<file path="config.mk">
export PLATFORM = sky130hd
export DESIGN_NAME = regfile_wb_arbiter
export DESIGN_NICKNAME = d
export VERILOG_FILES = /design/src/rtl/regfile_wb_arbiter.sv
export SDC_FILE = /design/constraint.sdc
export NUM_CORES = 1
export LEC_CHECK = 0
export BUFFER_PORTS_ARGS = -buffer_cell sky130_fd_sc_hd__clkbuf_2
export CAP_MARGIN = 25
export CORE_MARGIN = 10
export CORE_UTILIZATION = 51
export DETAILED_ROUTE_END_ITERATION = 10
export GPL_TIMING_DRIVEN = 1
export PLACE_DENSITY = 0.86
export SYNTH_ARGS = -nofsm -noshare
export SYNTH_HDL_FRONTEND = slang
export SYNTH_SLANG_ARGS = --single-unit
</file>
<file path="constraint.sdc">
create_clock -name clk -period 8.85 [get_ports clk]
set_input_delay 0.4425 -clock clk [delete_from_list [all_inputs] [get_ports clk]]
set_output_delay 0.4425 -clock clk [all_outputs]
set_load 0.01 [all_outputs]
</file>
<file path="src/rtl/regfile_wb_arbiter.sv">
// rtl/regfile_wb_arbiter.sv - arbitrates ALU and load writebacks onto the single regfile write port
// Also keeps the per-register pending scoreboard that decode uses for RAW stalls.
module regfile_wb_arbiter #(
    parameter int ADDR_WIDTH   = 5,
    parameter int DATA_WIDTH   = 64,
    parameter int NUM_REGS     = 32,
    parameter int STARVE_LIMIT = 4
) (
    input  logic                  clk,
    input  logic                  reset,
    input  logic                  alu_wb_valid,
    input  logic [ADDR_WIDTH-1:0] alu_wb_addr,
    input  logic [DATA_WIDTH-1:0] alu_wb_data,
    output logic                  alu_wb_ready,
    input  logic                  mem_wb_valid,
    input  logic [ADDR_WIDTH-1:0] mem_wb_addr,
    input  logic [DATA_WIDTH-1:0] mem_wb_data,
    output logic                  mem_wb_ready,
    input  logic                  issue_valid,
    input  logic [ADDR_WIDTH-1:0] issue_rd,
    input  logic [ADDR_WIDTH-1:0] rs1_addr,
    input  logic [ADDR_WIDTH-1:0] rs2_addr,
    output logic                  rs1_busy,
    output logic                  rs2_busy,
    output logic                  rf_write_enable,
    output logic [ADDR_WIDTH-1:0] rf_write_addr,
    output logic [DATA_WIDTH-1:0] rf_write_data,
    output logic [NUM_REGS-1:0]   busy_bits
);
    localparam int CNT_W = $clog2(STARVE_LIMIT + 1);
    localparam logic [CNT_W-1:0] LIMIT = CNT_W'(STARVE_LIMIT);

    typedef enum logic {
        PRIO_MEM,
        PRIO_ALU
    } prio_t;

    prio_t                 prio;
    logic [CNT_W-1:0]      starve_cnt;
    logic [CNT_W-1:0]      cnt_next;
    logic                  alu_grant;
    logic                  mem_grant;
    logic                  any_grant;
    logic                  write_go;
    logic [ADDR_WIDTH-1:0] win_addr;
    logic [DATA_WIDTH-1:0] win_data;
    logic [NUM_REGS-1:0]   busy;
    logic [NUM_REGS-1:0]   busy_next;

    always_comb begin
        alu_grant = alu_wb_valid && ((prio == PRIO_ALU) || !mem_wb_valid);
        mem_grant = mem_wb_valid && !alu_grant;
        any_grant = alu_grant || mem_grant;
        win_addr  = alu_grant ? alu_wb_addr : mem_wb_addr;
        win_data  = alu_grant ? alu_wb_data : mem_wb_data;
        // Register 0 is hardwired: accept the request but never write it.
        write_go  = any_grant && (win_addr != '0);
    end

    assign alu_wb_ready = alu_grant;
    assign mem_wb_ready = mem_grant;

    always_comb begin
        cnt_next = '0;
        if (alu_wb_valid && !alu_grant) begin
            cnt_next = (starve_cnt == LIMIT) ? starve_cnt : starve_cnt + 1'b1;
        end
    end

    always_ff @(posedge clk or posedge reset) begin
        if (reset) begin
            prio            <= PRIO_MEM;
            starve_cnt      <= '0;
            rf_write_enable <= 1'b0;
            rf_write_addr   <= '0;
            rf_write_data   <= '0;
        end else begin
            starve_cnt      <= cnt_next;
            rf_write_enable <= write_go;
            if (write_go) begin
                rf_write_addr <= win_addr;
                rf_write_data <= win_data;
            end
            case (prio)
                PRIO_MEM: if (cnt_next == LIMIT) prio <= PRIO_ALU;
                PRIO_ALU: if (alu_grant || !alu_wb_valid) prio <= PRIO_MEM;
                default:  prio <= PRIO_MEM;
            endcase
        end
    end

    // A new issue to the same register outranks the clear from an older producer.
    always_comb begin
        busy_next = busy;
        if (write_go) busy_next[win_addr] = 1'b0;
        if (issue_valid && (issue_rd != '0)) busy_next[issue_rd] = 1'b1;
        busy_next[0] = 1'b0;
    end

    always_ff @(posedge clk or posedge reset) begin
        if (reset) begin
            busy <= '0;
        end else begin
            busy <= busy_next;
        end
    end

    assign busy_bits = busy;
    assign rs1_busy  = busy[rs1_addr];
    assign rs2_busy  = busy[rs2_addr];
endmodule
</file>
* Yosys cells after proc, flatten, opt, wreduce, memory -nomap -nowiden
Cells that the tools add are included.
** Operators by class
- Add/sub/neg operators :: 1
- $lt $le $gt $ge :: 6
- Equal/unequal tests :: 2
- Muxes and demuxes :: 17
- Bitwise operators :: 4
- Reductions and logical operators :: 15
** Operators by type and width (count)
- 32-bit two-way mux :: 2
- 64-bit two-way mux :: 1
- 32-bit bitwise AND :: 1
- 32-bit inverter :: 1
- 32-bit bitwise OR :: 1
- 5-bit by 6-bit < comparator with 1-bit output (second input constant) :: 4
- 1-bit binary-select mux with 5-bit select :: 2
- 1-bit demux with 5-bit select :: 2
- 5-bit by 1-bit greater-or-equal comparator with 1-bit output (second input constant) :: 2
- 5-bit nonzero test :: 2
- 1-bit logical AND :: 7
- 3-bit == test (second input constant) :: 2
- 1-bit two-way mux :: 6
- 3-bit two-way mux :: 2
- 5-bit two-way mux :: 1
- 3-bit by 1-bit adder with 3-bit output (second input constant) :: 1
- 1-bit logical NOT :: 3
- 1-bit logical OR :: 3
- 1-bit case mux with 2 select lines :: 1
- 1-bit inverter :: 1
** Storage, ports and cells
- Register bits :: 105
- Input port bits :: 158
- Word-level logic and storage cells :: 51

* Logic depth before layout (Yosys ltp)
Gate-level depths: netlist of run 1.
- Depth in word-level cells :: 13
- Mapped depth :: 8
- Mapped depth without buffers :: 6

* Worst setup path before layout of run 1
No wires, ideal clock.
- Path kind :: input port to output port
- Start point :: input port rs1_addr[0]
- End point :: output port rs1_busy
- Data arrival time :: 1.824 ns
- Required time :: 8.408 ns
- Slack :: 6.583 ns
- Stages :: 5
- Cells stage by stage :: clkbuf_1 > mux4_2 > mux2i_1 > nor3b_1 > or3_1
** Between the ends
- Cells in the longest elaborated chain, start to end :: 2
** RTL lines
- start, declared :: RTL line 21 : input logic [ADDR_WIDTH-1:0] rs1_addr,
- 1-bit binary-select mux with 5-bit select :: RTL line 109 : assign rs1_busy = busy[rs1_addr];
- 1-bit two-way mux (implied by the code) :: RTL line 109
- end, declared :: RTL line 23 : output logic rs1_busy,
No other way between the ends. The select of a mux whose other input is x is not followed.

* Final worst setup path of run 1
- Start point :: register prio
- End point :: register rf_write_data[58]
** Between the ends
- Cells in the longest elaborated chain, start to end :: 6
- Elaborated cells between the ends (all ways) :: 9
** RTL lines
- start, declared :: RTL line 38 : prio_t prio;
- start signal, assigned :: RTL line 72 : prio <= PRIO_MEM;
- start signal, assigned :: RTL line 85 : PRIO_MEM: if (cnt_next == LIMIT) prio <= PRIO_ALU;
- start signal, assigned :: RTL line 86 : PRIO_ALU: if (alu_grant || !alu_wb_valid) prio <= PRIO_MEM;
- 1-bit logical OR (*) :: RTL line 51 : alu_grant = alu_wb_valid && ((prio == PRIO_ALU) || !mem_wb_valid);
- 1-bit logical AND (*) :: RTL line 51
- parallel branches: the longest is 4 deep, another holds 5-bit two-way mux
- end signal, assigned :: RTL line 82 : rf_write_data <= win_data;
- end, declared :: RTL line 27 : output logic [DATA_WIDTH-1:0] rf_write_data,
Mark *: on every way between the ends.
A chain may end at the register's enable or synchronous reset.

==> results of run 1 <==
==> metal layers <==
layer / vias up / GRT usage (%)
li1: 2697 / -
met1: 2625 / 26.5
met2: 289 / 37.8
met3: 26 / 9.59
met4: 0 / 5.89
met5: - / 0
==> worst max-delay path: stages (launching register included) <==
cell      delay [ns]
dfrtp_1         0.39
nand2b_4        0.23
nand2_4         0.40
a21oi_1         0.83
a21o_2          0.24
buf_4           0.64
mux2_1          0.39
==> through the flow <==
| step | hold WS, ns | std cells | worst slack, ns |
|---|---|---|---|
| finish | 0.146 | 1029 | 5.54 |
| floorplan | 0.456 | 641 | 5.65 |
| detailed placement | 0.480 | 1012 | 5.32 |
| global placement | 0.471 | 1012 | 5.47 |
| global route | 0.186 | 1029 | 5.28 |
| CTS | 0.168 | 1028 | 5.51 |
==> sequential cells by signal, indices dropped and copies added, names as in the netlist <==
register         flops
rf_write_enable      1
rf_write_data       64
rf_write_addr        5
starve_cnt           3
busy_bits           31
prio                 1
==> power by group through the flow <==
stage                     combinational, mW  sequential [mW]  clock (mW)
final                                 0.376            0.626       0.408
after detailed placement              0.379            0.632           0
after CTS                             0.380            0.624       0.416
after floorplan                       0.174            0.652           0
after global placement                0.371            0.627           0
after global routing                  0.418            0.636       0.435
==> path summary, 6_finish.rpt <==
| kind | cells after the start | slack (ns) | end | from |
|---|---|---|---|---|
| min in group clk | 4 | 0.39 | rf_write_data[2] | alu_wb_data[2] |
| worst max register to register | 6 | 5.54 | rf_write_data[58] | prio |
| worst min register to register | 1 | 0.49 | rf_write_data[55] | rf_write_data[55] |
| worst max-delay path | 6 | 5.54 | rf_write_data[58] | prio |
| worst min-delay path | 2 | 0.15 | rf_write_data[7] | reset |
| max in group asynchronous | 3 | 7.55 | busy_bits[23] | reset |
==> cell type report <==
type	instances	share of cell area, %
flip-flops and latches	105	35.1
clock inverters	7	1.05
repair buffers	266	17.9
inverters	12	0.635
clock buffers	9	3.01
well taps	143	2.39
multi-input cells	487	40.0
==> cell usage after synthesis, drive strengths merged, types with 5 or more instances <==
cell type / number / area [um2]
a21oi: 14 / 70.1
clkbuf: 22 / 82.6
o31ai: 8 / 60.1
a211oi: 7 / 52.6
nor2b: 8 / 50.1
nor2: 11 / 41.3
mux4: 6 / 135
nor3: 11 / 55.1
nand3b: 5 / 37.5
nand3: 9 / 45.0
mux2: 65 / 732
o21ai: 62 / 310
mux2i: 21 / 210
dfrtp: 105 / 2630
nand2: 208 / 788
inv: 12 / 45.1
buf: 15 / 105
==> kinds of logic after synthesis <==
kind of cell	count (synthesis)	share of synthesized area [%]
xor gates and xnor gates	1	0.150
DFF	105	44.9
AOI/OAI and AO/OA	115	11.7
adders and majority gates	2	0.427
other	1	0.0641
and+or+nand+nor	276	20.4
buffers and inverters	49	3.98
muxes	92	18.4
==> impl_metrics.env, run 1 <==
export IMPL_status="finished, final reports clean"
export IMPL_layout_commonest_cell="clkbuf_2"
export IMPL_seqCellArea_mm2=0.00263
export IMPL_coreArea_mm2=0.0113
export IMPL_cts_tree="built"
export IMPL_vias=5637
export IMPL_fin_area_mm2=0.00749
export IMPL_max_slew_margin_rel_pct=27.3
export IMPL_cts_buffer_depth=2
export IMPL_areaGrowthSynthToFinish_pct=28.0
export IMPL_gp_congestion=0.908
export IMPL_io_pins=264
export IMPL_fin_util_pct=66.2
export IMPL_dr_wl_met2_um=9340
export IMPL_cts_root_buf="clkbuf_16"
export IMPL_period_share_pct=37.4
export IMPL_cts_buffers=9
export IMPL_h_tree_depth=3
export IMPL_die_w_um=127
export IMPL_diodes=0
export IMPL_dieArea_mm2=0.0162
export IMPL_multi_input_area_mm2=0.00300
export IMPL_startpoint_type="register"
export IMPL_grt_overflow=0
export IMPL_postSynthAreaPerCell_um2=9.13
export IMPL_dr_wl_met3_um=2220
export IMPL_fin_crit_ns=3.31
export IMPL_post_cts_buffers=0
export IMPL_seqPwrFrac_pct=44.4
export IMPL_port_buffers=262
export IMPL_nNetsFinal=1041
export IMPL_critical_path_required_ns=9.08
export IMPL_row_count=39
export IMPL_p_leak_nw=3.90
export IMPL_grt_pass1_vias=5722
export IMPL_p_clk_share_pct=28.9
export IMPL_wl_met1_um=7150
export IMPL_layout_common_cells="clkbuf_2 (262), nand2_1 (207), dfrtp_1 (105)"
export IMPL_grt_use_total_pct=22.7
export IMPL_max_freq_mhz=302
export IMPL_ys_warn_count=0
export IMPL_setup_viol=0
export IMPL_finalMaxSlewViolations=0
export IMPL_drc=0
export IMPL_min_path_type="in2async"
export IMPL_hold_violations=0
export IMPL_vias_per_cell=5.48
export IMPL_synth_edff_count=0
export IMPL_powerDensity_mw_per_mm2=188
export IMPL_highest_layer="met4"
export IMPL_antenna_found_initial=0
export IMPL_tns_ns=0
export IMPL_swShare_pct=32.8
export IMPL_grt_first_pass_wirelength_um=30100
export IMPL_worstMarginPinSlew_ns=1.08
export IMPL_crit_arrival_ns=3.54
export IMPL_end_kind="register"
export IMPL_rsz0062_at_grt="no"
export IMPL_switchingPower_mw=0.462
export IMPL_p_comb_share_pct=26.7
export IMPL_syn_cell_area_mm2=0.00585
export IMPL_finalWirelength_um=19000
export IMPL_synth_distinct_cells=51
export IMPL_synthesis_nets=801
export IMPL_synth_seq_area_share_pct=44.9
export IMPL_irDropWorstVdd_mv=0.104
export IMPL_clock_sinks=105
export IMPL_ctsHoldBuffers=0
export IMPL_wl_per_cell_um=18.4
export IMPL_drive_above_1_share_pct=36.1
export IMPL_synth_top_flop_cell="dfrtp_1"
export IMPL_fill_cells=959
export IMPL_skew_ns=0.00730
export IMPL_clkLatencyLatePin_ns=0.35
export IMPL_grt_max_degree=73
export IMPL_p_total_mw=1.41
export IMPL_placed_cell_area_mm2=0.00718
export IMPL_first_iter_violations=426
export IMPL_syn_inst=641
export IMPL_first_pass_iters=5
export IMPL_crit_fanout=72
export IMPL_clk_pin_slew_worst_paths_ns=0.07
export IMPL_max_cap_viol_count=0
export IMPL_p_int_mw=0.948
export IMPL_start_util_pct=51.7
export IMPL_antenna_left=0
export IMPL_die_y_um=127
export IMPL_cts_resized=0
export IMPL_hpwl_um=14600
export IMPL_critPathKind="reg2reg"
export IMPL_synth_seq_cells=105
export IMPL_synthArstFlopShare_pct=100
(Power assumes the default switching activity.)
==> run 2, diff against run 1 <==
--- a/config.mk
+++ b/config.mk
@@ -5,13 +5,14 @@
 export SDC_FILE = /design/constraint.sdc
 export NUM_CORES = 1
 export LEC_CHECK = 0
+export ABC_AREA = 1
 export BUFFER_PORTS_ARGS = -buffer_cell sky130_fd_sc_hd__clkbuf_2
 export CAP_MARGIN = 25
 export CORE_MARGIN = 10
-export CORE_UTILIZATION = 51
+export CORE_UTILIZATION = 48
 export DETAILED_ROUTE_END_ITERATION = 10
 export GPL_TIMING_DRIVEN = 1
-export PLACE_DENSITY = 0.86
+export PLACE_DENSITY = 0.81
 export SYNTH_ARGS = -nofsm -noshare
 export SYNTH_HDL_FRONTEND = slang
 export SYNTH_SLANG_ARGS = --single-unit
==> constraint.sdc (replaced) <==
create_clock -name clk -period 3.3 [get_ports clk]
set_input_delay 0.165 -clock clk [delete_from_list [all_inputs] [get_ports clk]]
set_output_delay 0.165 -clock clk [all_outputs]
set_load 0.01 [all_outputs]
==> run 2 against run 1 <==
Design area grew 0.38%. First-iteration DRC count shrank 4.9%. Combinational power rose to 2.7 times the previous value. Largest cell class unchanged. Register-to-register slack worse by 4.7 ns. Routed wire length is 3.8% higher. Maximum frequency increased by 33%.
==> impl_metrics.env, run 2 <==
export IMPL_row_count=40
export IMPL_finalMaxSlewViolations=0
export IMPL_tns_ns=0
export IMPL_syn_inst=731
export IMPL_layout_common_cells="clkbuf_2 (262), nand2_1 (243), dfrtp_1 (105)"
export IMPL_largest_reg_flops=64
export IMPL_coreArea_mm2=0.0120
export IMPL_first_iter_violations=405
export IMPL_worstMarginPinSlew_ns=1.04
export IMPL_synth_top_area_share_pct=44.5
export IMPL_yosys_cell_count_top_type="nand2_1"
export IMPL_synthMuxAreaShare_pct=10.8
export IMPL_setup_viol=0
export IMPL_ys_top_cells_by_area="dfrtp_1 (45%), nand2_1 (15%), mux2i_1 (11%)"
export IMPL_irDropWorstVdd_mv=0.250
export IMPL_critPathKind="reg2reg"
export IMPL_max_freq_mhz=401
export IMPL_grt_overflow=0
export IMPL_vias_per_cell=5.18
export IMPL_io_pins=264
export IMPL_drive_above_1_share_pct=32.3
export IMPL_grt_max_degree=65
export IMPL_clock_sinks=105
export IMPL_antenna_left=0
export IMPL_crit_arrival_ns=2.78
export IMPL_p_leak_nw=4.21
export IMPL_layout_commonest_cell="clkbuf_2"
export IMPL_die_w_um=131
export IMPL_synth_top_family_by_area="simple AND/OR/NAND/NOR gates"
export IMPL_cts_root_buf="clkbuf_16"
export IMPL_synth_top_flop_cell="dfrtp_1"
export IMPL_path_buf_inv=3
export IMPL_rsz0062_at_grt="no"
export IMPL_cts_tree="built"
export IMPL_crit_slowest_cell="nand2_4"
export IMPL_grt_pass1_vias=5670
export IMPL_start_util_pct=49.2
export IMPL_nNetsFinal=1137
export IMPL_port_buffers=262
export IMPL_synth_fa_ha_area_share_pct=0.424
export IMPL_fill_cells=1114
export IMPL_crit_top_cell="nand2_4"
export IMPL_fin_area_mm2=0.00752
export IMPL_cts_resized=0
export IMPL_startpoint_type="register"
export IMPL_min_path_type="in2reg"
export IMPL_postSynthAreaPerCell_um2=8.08
export IMPL_gp_congestion=0.912
export IMPL_clk_pin_slew_worst_paths_ns=0.08
export IMPL_antenna_found_initial=0
export IMPL_areaGrowthSynthToFinish_pct=27.4
export IMPL_critical_path_cell_chain="inv_1 -> nand2_4 -> nand2_4 -> nand2_1 -> o21ai_1 -> nand2_1 -> inv_2 -> nand2_4 -> nand2_4 -> buf_4 -> nand2_1 -> o21ai_1"
export IMPL_dieArea_mm2=0.0171
export IMPL_finalWirelength_um=19700
export IMPL_status="finished, final reports clean"
export IMPL_synthArstFlopShare_pct=100
export IMPL_hold_violations=0
export IMPL_drc=0
export IMPL_diodes=0
export IMPL_first_pass_iters=5
export IMPL_synthXorXnorAreaFrac_pct=0.148
export IMPL_synth_common_cells="nand2_1 (243), dfrtp_1 (105), nand3_1 (87), mux2i_1 (64), o21ai_1 (59)"
export IMPL_grt_use_total_pct=23.0
export IMPL_wl_per_cell_um=17.4
export IMPL_crit_fanout=59
export IMPL_dp_slack_ns=0.860
export IMPL_synth_distinct_cells=29
export IMPL_period_share_pct=75.6
export IMPL_syn_cell_area_mm2=0.00590
export IMPL_synthesis_nets=891
export IMPL_regMostFlops="rf_write_data"
export IMPL_placed_cell_area_mm2=0.00721
export IMPL_hpwl_um=15900
export IMPL_synth_seq_cells=105
export IMPL_yosys_area_top_type="dfrtp_1"
export IMPL_skew_ns=0.00535
export IMPL_cts_buffers=9
export IMPL_synthSimpleGateAreaFrac_pct=28.5
export IMPL_vias=5847
export IMPL_crit_family="simple AND/OR/NAND/NOR gates"
export IMPL_synth_compound_area_share_pct=8.29
export IMPL_die_y_um=131
export IMPL_critical_path_required_ns=3.58
export IMPL_fin_crit_ns=2.49
export IMPL_synth_seq_area_share_pct=44.5
export IMPL_cpPeakStageDelay_ns=0.52
export IMPL_max_slew_margin_rel_pct=30.8
export IMPL_setup_ws_ns=0.806
export IMPL_fin_util_pct=62.6
export IMPL_h_tree_depth=3
export IMPL_ys_warn_count=0
export IMPL_max_cap_viol_count=0
export IMPL_powerDensity_mw_per_mm2=503
export IMPL_end_kind="register"
export IMPL_clkLatencyLatePin_ns=0.35
export IMPL_cts_buffer_depth=2
export IMPL_grt_first_pass_wirelength_um=30800
export IMPL_synth_edff_count=0
==> run 2: changes by cell type after synthesis, moves of 21 or more <==
cell,before,now
inv_1,10,36
mux2_1,44,0
mux2_2,21,0
mux2i_1,21,64
nand2_1,207,243
nand3_1,9,87
nor2_1,11,32
o21ai_0,62,6
o21ai_1,0,59
==> run 2: worst paths after layout <==
check	to	depth (start not counted)	slack [ns]	start
setup / recovery	rf_write_data[45]	12	0.81	prio
hold / removal	rf_write_data[4]	3	0.09	alu_wb_data[4]
setup reg to reg	rf_write_data[45]	12	0.81	prio
hold reg to reg	rf_write_addr[2]	2	0.48	rf_write_addr[2]
max in group asynchronous	busy_bits[9]	4	2.01	reset
min in group asynchronous	rf_write_data[31]	3	0.49	reset
==> run 2: cells by family after synthesis <==
| group | count (synthesis) |
|---|---|
| other cells | 1 |
| fa+ha+maj | 2 |
| mux | 64 |
| simple gates | 394 |
| flops | 105 |
| xor+xnor | 1 |
| compound gates | 87 |
| buf+inv | 77 |
==> run 2: area by class of cell <==
| type | count | area [um2] | share of cell area [%] |
|---|---|---|---|
| Inverter | 41 | 156 | 2.08 |
| Timing Repair Buffer | 271 | 1410 | 18.7 |
| Clock buffer | 10 | 239 | 3.18 |
| Sequential cell | 105 | 2630 | 34.9 |
| Tap cell | 147 | 184 | 2.45 |
| Clock inverter | 6 | 58.8 | 0.782 |
| Multi-Input combinational cell | 549 | 2850 | 37.9 |
==> run 2: timing repair <==
item                                   in CTS  in global routing
endpoints found under the hold margin      61                  0
setup buffers                               0                  0
hold buffers                                1                  0
==> run 2: worst register-to-register path, cell delays in order (launching register included) <==
cell and delay [ns]:
dfrtp_1 0.36, inv_1 0.08, nand2_4 0.09, nand2_4 0.15
nand2_1 0.06, o21ai_1 0.13, nand2_1 0.22, inv_2 0.13
nand2_4 0.18, nand2_4 0.52, buf_4 0.35, nand2_1 0.08
o21ai_1 0.07
==> run 2: metrics by stage <==
step | total power [mW] | hold slack [ns] | cells
4_1_cts | 3.81 | 0.0879 | 1128
5_1_grt | 4.02 | 0.0982 | 1129
6_report | 3.79 | 0.0887 | 1129
3_5_place_dp | 2.73 | 0.351 | 1111
3_3_place_gp | 2.71 | 0.345 | 1111
2_1_floorplan | 2.24 | 0.346 | 731
==> run 2: where the power goes <==
part	switching [mW]	total (mW)	internal, mW
logic	0.599	1.01	0.410
clock network	0.529	1.08	0.552
registers	0.203	1.70	1.49
total	1.33	3.79	2.45
==> run 2: routing by layer <==
layer | part of all wire [%] | wire, um | global-route usage (%) | vias to the layer above
met5 | 0 | 0 | 0 | -
li1 | - | - | - | 2899
met1 | 40 | 7880 | 27.7 | 2674
met4 | 2.1 | 421 | 7.59 | 0
met3 | 8.9 | 1760 | 5.72 | 29
met2 | 49 | 9640 | 39.4 | 245
==> run 3, diff against run 2 <==
--- a/config.mk
+++ b/config.mk
@@ -5,7 +5,7 @@
 export SDC_FILE = /design/constraint.sdc
 export NUM_CORES = 1
 export LEC_CHECK = 0
-export ABC_AREA = 1
+export ABC_AREA = 0
 export BUFFER_PORTS_ARGS = -buffer_cell sky130_fd_sc_hd__clkbuf_2
 export CAP_MARGIN = 25
 export CORE_MARGIN = 10
==> constraint.sdc (replaced) <==
create_clock -name clk -period 2.3 [get_ports clk]
set_input_delay 0.115 -clock clk [delete_from_list [all_inputs] [get_ports clk]]
set_output_delay 0.115 -clock clk [all_outputs]
set_load 0.01 [all_outputs]
==> run 3 against run 2 <==
Via count shrank 1.4%. Routed wire length shrank 1.2%. Sequential share of layout area down 0.46 points. Cell count down 7.5%. Flip-flop and latch count unchanged. Worst setup slack worse by 0.64 ns. Combinational power up 47%. Worst hold slack worse by 0.030 ns. Global-route usage decreased by 0.67 points. Sequential power rose by 42%. First-iteration DRC count fell by 7.4%. Largest cell class unchanged.
==> impl_metrics.env, run 3 (synthesized netlist as in run 1, its figures left out) <==
export IMPL_status="finished, final reports clean"
export IMPL_areaGrowthSynthToFinish_pct=30.2
export IMPL_grt_overflow=0
export IMPL_max_cap_viol_count=0
export IMPL_drive_above_1_share_pct=36.8
export IMPL_port_buffers=262
export IMPL_cts_tree="built"
export IMPL_cts_buffers=9
export IMPL_grt_first_pass_wirelength_um=29900
export IMPL_grt_pass1_vias=5875
export IMPL_fin_crit_ns=2.13
export IMPL_irDropWorstVdd_mv=0.508
export IMPL_die_y_um=130
export IMPL_crit_family="multiplexers"
export IMPL_finalWirelength_um=19500
export IMPL_r2r_end="busy_bits[23]"
export IMPL_die_w_um=130
export IMPL_min_path_type="in2reg"
export IMPL_setup_viol=0
export IMPL_vias=5763
export IMPL_rsz0062_at_grt="no"
export IMPL_p_leak_nw=3.97
export IMPL_skew_ns=0.00764
export IMPL_cts_buffer_depth=2
export IMPL_hold_violations=0
export IMPL_dieArea_mm2=0.0170
export IMPL_powerDensity_mw_per_mm2=731
export IMPL_holdPathStages=4
export IMPL_vias_per_cell=5.52
export IMPL_clk_pin_slew_worst_paths_ns=0.07
export IMPL_crit_arrival_ns=2.02
export IMPL_antenna_left=0
export IMPL_cts_root_buf="clkbuf_16"
export IMPL_period_share_pct=92.7
export IMPL_drc=0
export IMPL_grt_max_degree=67
export IMPL_holdPathEnd="rf_write_data[15]"
export IMPL_crit_slowest_cell="mux4_2"
export IMPL_critPathKind="reg2out"
export IMPL_end_kind="primary output"
export IMPL_crit_fanout=4
export IMPL_startpoint_type="register"
export IMPL_dp_slack_ns=0.0909
export IMPL_tns_ns=0
export IMPL_final_cell_count_no_fill=1044
export IMPL_first_pass_iters=5
export IMPL_cpPeakStageDelay_ns=0.48
export IMPL_start_util_pct=48.9
export IMPL_setup_ws_ns=0.168
export IMPL_rr_startpoint="prio"
export IMPL_row_count=40
export IMPL_nNetsFinal=1052
export IMPL_critical_path_cell_chain="mux4_2 -> mux2i_1 -> nor3b_1 -> or3_1 -> clkbuf_2"
export IMPL_reg2reg_depth=6
export IMPL_worstMarginPinSlew_ns=0.856
export IMPL_layout_common_cells="clkbuf_2 (262), nand2_1 (207), dfrtp_1 (105)"
export IMPL_max_freq_mhz=469
export IMPL_first_iter_violations=375
export IMPL_grt_use_total_pct=22.3
export IMPL_gp_congestion=0.910
export IMPL_clkLatencyLatePin_ns=0.35
export IMPL_max_slew_margin_rel_pct=42.4
export IMPL_layout_commonest_cell="clkbuf_2"
export IMPL_hp_start="alu_wb_data[15]"
export IMPL_rrSetupSlack_ns=0.22
export IMPL_diodes=0
export IMPL_path_buf_inv=1
export IMPL_hpwl_um=15500
export IMPL_dp_cells=1027
export IMPL_antenna_found_initial=0
export IMPL_h_tree_depth=3
export IMPL_largest_reg_flops=64
export IMPL_coreArea_mm2=0.0120
export IMPL_wl_per_cell_um=18.6
export IMPL_finalMaxSlewViolations=0
export IMPL_critical_path_required_ns=2.18
export IMPL_clock_sinks=105
export IMPL_io_pins=264
export IMPL_regMostFlops="rf_write_data"
## run 3: where the power goes
part	leakage (nW)	internal, mW	switching [mW]
Sequential	1.27	2.14	0.262
Combinational	2.53	0.666	0.818
Clock	0.163	0.988	0.693
Total	3.97	3.80	1.77
## run 3: per-stage QoR
step / power (mW) / hold slack, ns / util [%] / area (um2)
floorplan: 3.18 / 0.268 / - / 5860
global placement: 3.87 / 0.276 / 60.9 / 7280
detailed placement: 3.93 / 0.281 / 60.9 / 7280
CTS: 5.62 / 0.0503 / 63.7 / 7620
global route: 5.88 / 0.0683 / 63.7 / 7620
finish: 5.57 / 0.0585 / 63.7 / 7620
## run 3: cell type report
class / count / area (um2)
Fill cell: 1025 / 4340
Multi-Input combinational cell: 487 / 3000
Sequential cell: 105 / 2630
Timing Repair Buffer: 277 / 1440
Clock buffer: 10 / 239
Tap cell: 147 / 184
Clock inverter: 6 / 87.6
Inverter: 12 / 48.8
## run 3: worst max path at each step
stage | depth (start not counted) | from | to | slack (ns)
floorplan | 7 | prio | rf_write_data[0] | 0.44
global placement | 6 | prio | rf_write_data[52] | 0.29
detailed placement | 6 | prio | busy_bits[25] | 0.09
CTS | 6 | prio | busy_bits[25] | 0.08
global route | 6 | prio | busy_bits[11] | 0.02
finish | 5 | busy_bits[22] | rs1_busy | 0.17
## run 3: routing by layer
layer	track usage, %	part of all wire [%]	vias up
met5	0	0	-
met4	7.13	2.3	0
met3	7.90	11	39
met2	38.1	50	313
met1	25.7	36	2703
li1	-	-	2708
## run 3: timing repair
action                                  4_1_cts  5_1_grt
hold buffers                                  1        0
gates resized for setup                       0        1
buffers inserted                              0        0
endpoints found under the setup margin        0        2
hold endpoints to repair                     39        0
## run 3: worst register-to-register path: stages, from the launching register on
cell     delay, ns
dfrtp_1       0.40
nor2b_1       0.31
buf_4         0.20
nor3_1        0.04
o21ai_0       0.68
o21ai_0       0.20
o21ai_0       0.14
